`config.mk`:
```
export PLATFORM = sky130hd
export DESIGN_NAME = serial_adder_seq
export DESIGN_NICKNAME = d
export VERILOG_FILES = /design/src/rtl/serial_adder_pkg.sv /design/src/rtl/serial_adder_seq_fa_cell.sv /design/src/rtl/serial_adder_seq.sv
export SDC_FILE = /design/constraint.sdc
export NUM_CORES = 1
export LEC_CHECK = 0
export ABC_AREA = 1
export CORE_ASPECT_RATIO = 0.8
export CORE_MARGIN = 4
export CORE_UTILIZATION = 50
export CTS_CLUSTER_DIAMETER = 100
export DETAILED_ROUTE_END_ITERATION = 12
export PLACE_DENSITY = 0.8
export SYNTH_ARGS = -nofsm -noshare
export SYNTH_HDL_FRONTEND = slang
export SYNTH_SLANG_ARGS = --single-unit
```
`constraint.sdc`:
```
create_clock -name clk -period 3.23 [get_ports clk]
set_input_delay 0.323 -clock clk [delete_from_list [all_inputs] [get_ports clk]]
set_output_delay 0.323 -clock clk [all_outputs]
set_load 0.05 [all_outputs]
```
`src/rtl/serial_adder_pkg.sv`:
```
// ============================================================================
// Module  : serial_adder_pkg
// Brief   : Shared types and constants for the bit-serial adder.
// Revision: 1.0 - initial release
// ============================================================================
`default_nettype none

package serial_adder_pkg;

  typedef enum logic [1:0] {
    IDLE  = 2'd0,
    SHIFT = 2'd1,
    DONE  = 2'd2
  } serial_adder_state_e;

  localparam int SERIAL_ADDER_WIDTH_DEF = 8;

  // One spare bit so the counter can represent WIDTH itself.
  function automatic int serial_adder_cnt_w(input int width);
    return $clog2(width) + 1;
  endfunction

endpackage

`default_nettype wire

```
`src/rtl/serial_adder_seq_fa_cell.sv`:
```
// ============================================================================
// Module  : fa_cell
// Brief   : Purely combinational one-bit full adder.
// Revision: 1.0 - initial release
// ============================================================================
`default_nettype none

module fa_cell (
  input  logic a,
  input  logic b,
  input  logic ci,
  output logic s,
  output logic co
);

  assign s  = a ^ b ^ ci;
  assign co = (a & b) | (a & ci) | (b & ci);

endmodule

`default_nettype wire

```
`src/rtl/serial_adder_seq.sv`:
```
// ============================================================================
// Module  : serial_adder_seq
// Brief   : Bit-serial WIDTH-bit adder, LSB first through one fa_cell, with
//           valid/ready handshakes on operands and result.
//           Optional signed-overflow output: define SERIAL_ADDER_OVF_EN.
// Revision: 1.0 - initial release
// ============================================================================
`default_nettype none

module serial_adder_seq
  import serial_adder_pkg::*;
#(
  parameter int WIDTH = SERIAL_ADDER_WIDTH_DEF
) (
  input  logic             clk,
  input  logic             rst_n,
  input  logic             in_valid,
  output logic             in_ready,
  input  logic [WIDTH-1:0] a,
  input  logic [WIDTH-1:0] b,
  input  logic             cin,
  output logic             out_valid,
  input  logic             out_ready,
  output logic [WIDTH-1:0] sum,
  output logic             cout,
`ifdef SERIAL_ADDER_OVF_EN
  output logic             ovf,
`endif
  output logic             busy
);

  localparam int              CNT_W    = serial_adder_cnt_w(WIDTH);
  localparam logic [CNT_W-1:0] CNT_LAST = CNT_W'(WIDTH - 1);
  localparam logic [1:0]      ST_IDLE  = IDLE;
  localparam logic [1:0]      ST_SHIFT = SHIFT;
  localparam logic [1:0]      ST_DONE  = DONE;

  logic [1:0]       state_q,  state_d;
  logic [WIDTH-1:0] a_sh_q,   a_sh_d;
  logic [WIDTH-1:0] b_sh_q,   b_sh_d;
  logic [WIDTH-1:0] sum_sh_q, sum_sh_d;
  logic             carry_q,  carry_d;
  logic             cout_q,   cout_d;
  logic [CNT_W-1:0] cnt_q,    cnt_d;

  logic fa_s;
  logic fa_co;

  fa_cell u_fa_cell (
    .a  (a_sh_q[0]),
    .b  (b_sh_q[0]),
    .ci (carry_q),
    .s  (fa_s),
    .co (fa_co)
  );

  always_comb begin
    state_d  = state_q;
    a_sh_d   = a_sh_q;
    b_sh_d   = b_sh_q;
    sum_sh_d = sum_sh_q;
    carry_d  = carry_q;
    cout_d   = cout_q;
    cnt_d    = cnt_q;
    case (state_q)
      ST_IDLE: begin
        if (in_valid) begin
          a_sh_d  = a;
          b_sh_d  = b;
          carry_d = cin;
          cnt_d   = '0;
          state_d = ST_SHIFT;
        end
      end
      ST_SHIFT: begin
        sum_sh_d = {fa_s, sum_sh_q[WIDTH-1:1]};
        carry_d  = fa_co;
        a_sh_d   = {1'b0, a_sh_q[WIDTH-1:1]};
        b_sh_d   = {1'b0, b_sh_q[WIDTH-1:1]};
        cnt_d    = cnt_q + CNT_W'(1);
        if (cnt_q == CNT_LAST) begin
          state_d = ST_DONE;
          cout_d  = fa_co;
        end
      end
      ST_DONE: begin
        if (out_ready) begin
          state_d = ST_IDLE;
        end
      end
      default: state_d = ST_IDLE;
    endcase
  end

  always_ff @(posedge clk or negedge rst_n) begin
    if (!rst_n) begin
      state_q  <= ST_IDLE;
      a_sh_q   <= '0;
      b_sh_q   <= '0;
      sum_sh_q <= '0;
      carry_q  <= 1'b0;
      cout_q   <= 1'b0;
      cnt_q    <= '0;
    end else begin
      state_q  <= state_d;
      a_sh_q   <= a_sh_d;
      b_sh_q   <= b_sh_d;
      sum_sh_q <= sum_sh_d;
      carry_q  <= carry_d;
      cout_q   <= cout_d;
      cnt_q    <= cnt_d;
    end
  end

`ifdef SERIAL_ADDER_OVF_EN
  localparam logic [CNT_W-1:0] CNT_PENULT = CNT_W'(WIDTH - 2);

  logic carry_msb_in_q, carry_msb_in_d;
  logic ovf_q, ovf_d;

  // The carry produced by bit WIDTH-2 is the carry entering the sign bit.
  always_comb begin
    carry_msb_in_d = carry_msb_in_q;
    ovf_d          = ovf_q;
    if (state_q == ST_SHIFT) begin
      if (cnt_q == CNT_PENULT) begin
        carry_msb_in_d = fa_co;
      end
      if (cnt_q == CNT_LAST) begin
        ovf_d = carry_msb_in_q ^ fa_co;
      end
    end
  end

  always_ff @(posedge clk or negedge rst_n) begin
    if (!rst_n) begin
      carry_msb_in_q <= 1'b0;
      ovf_q          <= 1'b0;
    end else begin
      carry_msb_in_q <= carry_msb_in_d;
      ovf_q          <= ovf_d;
    end
  end

  assign ovf = ovf_q;
`endif

  assign in_ready  = (state_q == ST_IDLE);
  assign out_valid = (state_q == ST_DONE);
  assign busy      = (state_q != ST_IDLE);
  assign sum       = sum_sh_q;
  assign cout      = cout_q;

endmodule

`default_nettype wire

```
==> results by group <==
Finish
  – Fill cells: 240
  – Commonest non-fill, non-tap cell in the layout: nand3_1
  – N_diodes: 0
  – Most frequent cells in the layout: nand3_1, nand2_1, dfrtp_1, clkdlybuf4s50_1, o21ai_1
  – Final core occ: 66.20%
  – Layout Nets: 218
  – Proportion of layout cells with a drive suffix above 1: 7.143%
  – Area Overhead vs Synth: 25.90%

Timing
  – Clk_skew: 0.005508 ns
  – Tmin final: 2.327 ns
  – Max transition margin: 53.36%
  – Endpoints failing hold: 0
  – Achievable Freq: 429.8 MHz
  – Final setup TNS: 0 ns
  – Final setup fails: 0
  – Final Max Tran Viols: 0
  – RSZ-0062 raised after global routing: false
  – Final WS setup: 0.9033 ns
  – Worst slew pin tran: 0.6978 ns
  – Final Cycle Share: 72.03%

Detailed routing
  – 1st-pass router iterations: 4
  – WL met1: 1384 um
  – Routed wire length: 3000 um
  – DR iter-0 viols: 123
  – Remaining antenna violation count after routing: 0
  – Vias per Instance: 5.308
  – Metal3 WL: 174 um
  – Avg WL per Cell: 12.82 um
  – Detailed-route via count: 1242
  – Met2 routed WL: 1418 um
  – Residual DRC count: 0
  – Top sig layer: met4

Placement
  – Port bufs: 32
  – Setup WS pre-CTS: 1.241 ns
  – Placer congestion estimate: 0.7953
  – DP HPWL: 2073 um

Hold path
  – Hold Crit Class: primary input to asynchronous set/reset pin

Critical path
  – Critical Path Start Type: register
  – Critical R2R Capture: state_q[0]
  – Worst setup path class: register to primary output
  – Worst-path cell chain: nor2_4 -> clkdlybuf4s50_1
  – Worst setup startpoint: state_q[0]
  – R2r startpoint: state_q[1]
  – Crit path DAT: 2.00 ns
  – Worst r2r path cells: 5
  – FF-to-FF setup slack: 1.73 ns
  – Critical Path RT: 2.91 ns
  – Slowest stage delay, CP: 0.88 ns
  – Crit path capture type: primary output
  – Crit path max-delay cell type: clkdlybuf4s50_1
  – Max FO, Critical Path: 17

Synth
  – Distinct cells, synth: 19
  – Sequential fraction of the synthesis area: 55.08%
  – Net Count, Synth: 187
  – Syn. warnings: 0
  – Post-synthesis register bit count: 32
  – Synth Cell Area: 1454 sq um
  – Cells after Synth: 164
  – Mean Syn Cell Area: 8.865 sq um

Pwr
  – Clock power frac: 13.6%
  – Internal power: 0.0009399 W
  – NetSw: 0.0008005 W
  – VDD IR max: 0.6807 mV
  – PD cells: 950.8 nW/um^2
  – Leak: 0.8575 nW
  – Combinational fraction of design power: 47.1%
  – Switching Fraction: 46.00%
  – Seq pwr share: 39.3%

Clock tree
  – Clk root buf: clkbuf_4
  – CTS buffer count: 5
  – Maximum buffer depth of the clock tree: 2
  – Post-CTS setup buffers: 0
  – Post-cts sizing count: 0
  – Worst-path clk slew: 0.10 ns
  – Clock Latency Late Sink: 0.32 ns
  – CTS Hold Bufs: 0
  – TritonCTS clock tree: done
  – Number of H-tree levels: 2
  – TritonCTS sink count: 32

Floorplanning
  – Width of the die: 68.29 um
  – Die area: 3840 sq um
  – Initial Util: 52.58%
  – Core Area: 2765 sq um
  – Die Y: 56.23 um
  – Row count: 17
  – I/O Pins: 33

Run
  – Max-cap violations: 0

Global route
  – Largest net degree at the start of global routing: 33
  – Number of global-route vias before repair: 1230
  – Initial antenna violation count: 0
  – Total Routing Usage GR: 19.37%
  – Congestion Overflow GR: 0
  – First-pass GRT wire length: 5547 um

Outcome
  – Outcome: completed
-- critical path: cells and delay by family, from the launching register on --
kind	cells	cell delay [ns]
buffers and inverters	1	0.88
flip-flops	1	0.46
AND/OR/NAND/NOR	1	0.33
-- layout make-up --
type / instances / area (sq um) / share of cell area, %
Clock inverter: 2 / 10.01 / 0.5468
Multi-Input combinational cell: 114 / 553.0 / 30.21
Tap cell: 38 / 47.55 / 2.597
Clock buffer: 6 / 51.30 / 2.802
Inverter: 8 / 32.53 / 1.777
Timing Repair Buffer: 34 / 335.3 / 18.32
Sequential cell: 32 / 800.8 / 43.75
-- cells in the mapped netlist --
cell	number	area [sq um]
clkbuf_2	1	5.000
nor2_1	4	15.01
nand3_1	54	270.3
nor2_4	1	11.26
fa_1	1	20.02
inv_1	6	22.52
nand2_1	41	153.9
buf_2	5	25.02
inv_4	1	6.260
nand4_1	1	6.260
o31ai_1	1	7.510
o21ai_0	2	10.01
dfrtp_1	32	800.8
nand2_4	1	11.26
ha_1	1	12.51
inv_2	1	3.750
buf_4	2	15.01
buf_6	2	22.52
o21ai_1	7	35.03
-- worst max-delay path by stage --
stage	slack [ns]	to
after floorplan	1.79	out_valid
after global placement	1.31	in_ready
after detailed placement	1.24	state_q[0]
after CTS	0.89	in_ready
after global routing	0.78	in_ready
final	0.90	in_ready
-- cells by family (layout without fill, tap and decap cells) --
family,after synthesis,after routing,synth area share [%]
fa+ha+maj,2,2,2.237
simple gates,102,102,32.19
buf+inv,18,50,6.884
compound gates,10,10,3.614
flops,32,32,55.08
-- metal layers --
| layer | GRT usage, % | up-vias |
|---|---|---|
| met5 | 0 | - |
| met4 | 6.516 | 0 |
| met3 | 7.677 | 2 |
| met1 | 27.28 | 592 |
| met2 | 26.92 | 36 |
| li1 | - | 612 |
-- state kept, by name, summed over array words and instances, names as in the netlist --
register	cells
a_sh_q	8
b_sh_q	8
carry_q	1
cnt_q	4
cout	1
state_q	2
sum	8
-- power groups by stage --
stage	logic [W]	clock network, W	registers (W)
floorplan	0.000460	0	0.000838
CTS	0.000829	0.000243	0.000685
global placement	0.000806	0	0.000683
detailed placement	0.000827	0	0.000692
finish	0.000819	0.000237	0.000684
global route	0.000918	0.000270	0.000710
-- stage by stage --
step	hold WS (ns)	cells	total power (W)	instance area, sq um
5_1_grt	0.3939	234	0.001899	1831
3_5_place_dp	0.4719	226	0.001519	1769
2_1_floorplan	0.02741	164	0.001299	1454
6_report	0.3774	234	0.001740	1831
3_3_place_gp	0.4620	226	0.001488	1769
4_1_cts	0.3902	234	0.001757	1831
Power figures use the tool's default switching activity.
